<file path="config.mk">
export PLATFORM = sky130hd
export DESIGN_NAME = div_s4_bits
export DESIGN_NICKNAME = d
export VERILOG_FILES = /design/src/rtl/div_pkg.sv /design/src/rtl/div_u4_step.sv /design/src/rtl/div_s4_bits.sv
export SDC_FILE = /design/constraint.sdc
export NUM_CORES = 1
export LEC_CHECK = 0
export CORE_ASPECT_RATIO = 0.6
export CORE_MARGIN = 2
export CORE_UTILIZATION = 65
export CTS_BUF_LIST = sky130_fd_sc_hd__clkbuf_8
export CTS_CLUSTER_SIZE = 14
export DETAILED_ROUTE_END_ITERATION = 8
export DONT_BUFFER_PORTS = 1
export PLACE_DENSITY = 0.81
export SETUP_SLACK_MARGIN = 0.3
export SLEW_MARGIN = 20
export SYNTH_ARGS = -nofsm -noshare
export SYNTH_HDL_FRONTEND = slang
export SYNTH_SLANG_ARGS = --single-unit
</file>
<file path="constraint.sdc">
create_clock -name clk -period 5.15 [get_ports clk]
set_input_delay 1.03 -clock clk [delete_from_list [all_inputs] [get_ports clk]]
set_output_delay 1.03 -clock clk [all_outputs]
set_load 0.1 [all_outputs]
</file>
<file path="src/rtl/div_pkg.sv">
// Shared definitions for the 4-bit signed restoring divider.
// FSM state encoding, operand width and iteration count.
package div_pkg;

    localparam int WIDTH = 4;
    localparam int ITERS = 4;

    typedef enum logic [1:0] {
        IDLE = 2'd0,
        CALC = 2'd1,
        FIX  = 2'd2
    } state_t;

    // Magnitude in WIDTH+1 bits so that |-8| = 8 is representable
    function automatic logic [WIDTH:0] mag(input logic [WIDTH-1:0] v);
        logic [WIDTH:0] e;
        e = {v[WIDTH-1], v};
        return v[WIDTH-1] ? (~e + 1'b1) : e;
    endfunction

endpackage

</file>
<file path="src/rtl/div_u4_step.sv">
// One restoring-division step on 5-bit unsigned magnitudes.
// Shift in the next dividend bit, trial-subtract, keep if non-negative.
module div_u4_step
    import div_pkg::*;
(
    input  logic [WIDTH:0] rem_in,
    input  logic           dbit,
    input  logic [WIDTH:0] dvsr,
    output logic [WIDTH:0] rem_out,
    output logic           qbit
);

    logic [WIDTH:0]   shifted;
    logic [WIDTH+1:0] diff;

    always_comb begin
        shifted = {rem_in[WIDTH-1:0], dbit};
        diff    = {1'b0, shifted} - {1'b0, dvsr};
        qbit    = ~diff[WIDTH+1];
        rem_out = qbit ? diff[WIDTH:0] : shifted;
    end

endmodule

</file>
<file path="src/rtl/div_s4_bits.sv">
// 4-bit signed truncating divider: sign/magnitude split, four restoring
// steps, then sign fix-up. Fixed 6-edge latency from accept to done.
module div_s4_bits
    import div_pkg::*;
(
    input  logic             clk,
    input  logic             rst,
    input  logic             start,
    input  logic [WIDTH-1:0] x,
    input  logic [WIDTH-1:0] y,
    output logic [WIDTH-1:0] quot,
    output logic [WIDTH-1:0] rem,
    output logic             busy,
    output logic             done,
    output logic             dbz,
    output logic             ovf
);

    state_t           state, state_n;
    logic [1:0]       cnt;
    logic [WIDTH:0]   mag_x, mag_y;
    logic             neg_r, neg_q;
    logic [WIDTH:0]   prem;
    logic [WIDTH-1:0] qmag;

    logic [WIDTH:0]   step_rem;
    logic             step_q;

    logic [WIDTH-1:0] quot_fix, rem_fix;
    logic             dbz_fix, ovf_fix;

    div_u4_step u_step (
        .rem_in  (prem),
        .dbit    (mag_x[cnt]),
        .dvsr    (mag_y),
        .rem_out (step_rem),
        .qbit    (step_q)
    );

    always_comb begin
        state_n = state;
        unique case (state)
            IDLE:    if (start) state_n = CALC;
            CALC:    if (cnt == 2'd0) state_n = FIX;
            FIX:     state_n = IDLE;
            default: state_n = IDLE;
        endcase
    end

    // Sign application and flag derivation for the FIX cycle
    always_comb begin
        dbz_fix  = (mag_y == '0);
        ovf_fix  = neg_r & ~neg_q & (mag_x == 5'd8) & (mag_y == 5'd1);
        quot_fix = neg_q ? (~qmag + 1'b1) : qmag;
        rem_fix  = neg_r ? (~prem[WIDTH-1:0] + 1'b1) : prem[WIDTH-1:0];
        if (dbz_fix) quot_fix = '1;
    end

    assign busy = (state != IDLE);

    always_ff @(posedge clk or posedge rst) begin
        if (rst) begin
            state <= IDLE;
            cnt   <= '0;
            mag_x <= '0;
            mag_y <= '0;
            neg_r <= 1'b0;
            neg_q <= 1'b0;
            prem  <= '0;
            qmag  <= '0;
            quot  <= '0;
            rem   <= '0;
            done  <= 1'b0;
            dbz   <= 1'b0;
            ovf   <= 1'b0;
        end else begin
            state <= state_n;
            done  <= 1'b0;
            unique case (state)
                IDLE: if (start) begin
                    mag_x <= mag(x);
                    mag_y <= mag(y);
                    neg_r <= x[WIDTH-1];
                    neg_q <= x[WIDTH-1] ^ y[WIDTH-1];
                    prem  <= '0;
                    qmag  <= '0;
                    cnt   <= 2'(ITERS - 1);
                end
                CALC: begin
                    prem <= step_rem;
                    qmag <= {qmag[WIDTH-2:0], step_q};
                    cnt  <= cnt - 1'b1;
                end
                FIX: begin
                    quot <= quot_fix;
                    rem  <= rem_fix;
                    dbz  <= dbz_fix;
                    ovf  <= ovf_fix;
                    done <= 1'b1;
                end
                default: ;
            endcase
        end
    end

endmodule

</file>
==> flow_summary.toml <==
[status]
outcome = "finished clean"

[clock_tree]
htree_num_levels = 2
cts-buffers-inserted = 5
postCtsResizedCells = 0
holdBufCountCts = 0
cts.sinks = 35
clk_latency_ns = 0.28
cts-root-buf = "clkbuf_8"
clk_pin_slew_ns = 0.07
cts_buffer_depth = 2
cts_tree = "built"
postCtsSetupBuffers = 0

[routing]
routedWlPerCell_um = 16.7
viasPerCell = 5.92
vias = 1232
ant_nets = 0
drc_errors = 0
drt-total-wl_um = 3470
drt-pass1-iter-count = 4
drt_iter0_markers = 71

[cells_and_area]
fin_util_pct = 75.3
multi_input_area_um2 = 845
nets = 197
areaGrowthSynthToFinish_pct = 6.68
diodes = 0
drive_gt1_share_pct = 10.8
fin_cells = 208
ff_latch_area_um2 = 876
fill_cells = 177

[synthesis]
yosys_most_used_dff = "dfrtp_1"
yosysTopAreaCell = "dfrtp_1"
synthTopCellsByArea = "dfrtp_1, ha_1, inv_1, nand2_1, mux2i_1"
synth_edf_count = 0
yosys_warnings = 0
ys_async_sr_fraction_pct = 100
ys_seq_area_share_pct = 48.2
ys_top_cells_by_count = "dfrtp_1, inv_1, nand2_1"
ys_ff_latch = 35
yosysMostFrequentCell = "dfrtp_1"
syn_avg_cell_area_um2 = 10.6
yosysTopAreaCellShare_pct = 48.2
synth_cells = 172
syn_nets = 194
yosysUniqueCellTypes = 37
netlist_area_um2 = 1820

[timing]
period_minus_slack_ns = 2.26
worstMarginPinSlew_ns = 0.916
rsz0062_at_grt = "no"
report.final.slew_viol_count = 0
worst_clock_skew_ns = 0.00269
finalCritPeriodShare_pct = 43.8
max_freq_ghz = 0.443
slew_headroom_pct = 38.9
hold_viol = 0
tns_ns = 0
setup_viol = 0

[place]
globalplace.congestion = 0.823
dp.final_hpwl_um = 2630
io_buffers = 0
dp.cells = 200

[global_routing]
grt_use_total_pct = 25.1
antenna_found_initial = 0
overflow = 0
grt_max_degree = 29
grt_pass1_vias = 1272
grt_pass1_wl_um = 5840

[critical_path]
cp.arrival_ns = 1.23
path_class = "reg -> out"
required_ns = 4.12
critPathCaptureType = "primary output"
cp_max_fo = 2
startpoint_type = "register"

[floorplanning]
rows = 14
die_area_um2 = 3250
core_region_area_um2 = 2570
die_x_um = 72.3
initial_core_util_pct = 70.6
die_h_um = 45.0
ios = 23

[hold_path]
hold_path.class = "reg -> reg"

[flow_run]
drv_cap = 0
-- worst paths after layout --
check                              startpoint                    to  slack (ns)  depth (start not counted)
min reg2reg                cnt[0]$_DFFE_PP0P_    cnt[0]$_DFFE_PP0P_        0.54                          1
min in group asynchronous                 rst  state[0]$_DFFE_PP0P_        0.71                          1
max                           dbz$_DFFE_PP0P_                   dbz        2.89                          0
max reg2reg                cnt[0]$_DFFE_PP0P_   prem[1]$_DFFE_PP0P_        2.95                          8
max in group asynchronous                 rst  mag_x[2]$_DFFE_PP0P_        3.75                          2
min                        cnt[0]$_DFFE_PP0P_    cnt[0]$_DFFE_PP0P_        0.54                          1
-- cell families (layout without fill, tap and decap cells) --
kind of cell             after synthesis  count (layout)  synth area share, %
AND/OR/NAND/NOR                       47              47                 14.6
AO/OA/AOI/OAI                         35              35                 12.5
flip-flops                            35              35                 48.2
buffers and inverters                 24              28                 5.37
adder cells (fa/ha/maj)               11              11                 7.98
multiplexers                          11              11                 7.02
XOR/XNOR                               9               9                 4.34
-- layer usage --
metal | vias up | GRT usage, % | share of wire (%)
li1 | 596 | - | -
met1 | 594 | 32.7 | 46
met2 | 36 | 38.5 | 45
met3 | 6 | 7.37 | 6.1
met4 | 0 | 14.0 | 2.0
met5 | - | 0 | 0
-- sequential cells by signal, summed over array words and instances (netlist names) --
name / cells
mag_x: 5
mag_y: 5
prem: 4
qmag: 4
quot: 4
rem: 4
cnt: 2
state: 2
dbz: 1
done: 1
neg_q: 1
neg_r: 1
ovf: 1
-- layout by cell type (no fill, tap or decap), types with 2 or more instances in the layout --
cell type and count:
nor4b_1 3, xnor2_1 6, ha_1 10, nor2_1 7
o31ai_1 2, nand2_1 17, o22ai_2 2, clkbuf_8 7
o21ai_0 11, inv_1 20, nand2b_1 5, mux2_2 4
dfrtp_1 35, nand3_1 2, xor2_1 3, a21oi_1 6
o22a_1 4, mux2i_1 6, o22ai_1 6, nor2b_1 4
-- per-stage QoR --
stage / instance area [um2] / hold WS [ns] / worst slack, ns
final: 1940 / 0.542 / 2.89
after global routing: 1940 / 0.568 / 2.87
after global placement: 1840 / 0.502 / 3.08
after detailed placement: 1840 / 0.512 / 2.96
after CTS: 1940 / 0.539 / 2.89
after floorplan: 1820 / 0.465 / 3.13
-- cell type report --
type	count	area share [%]
well taps	32	2.06
clock buffers	7	4.97
inverters	19	3.68
clock inverters	1	0.194
flip-flops and latches	35	45.2
multi-input cells	113	43.5
repair buffers	1	0.387
Power is left out: the tool's default activity adds up to more than one toggle a clock period on the data nets, which glitch-free logic cannot reach.
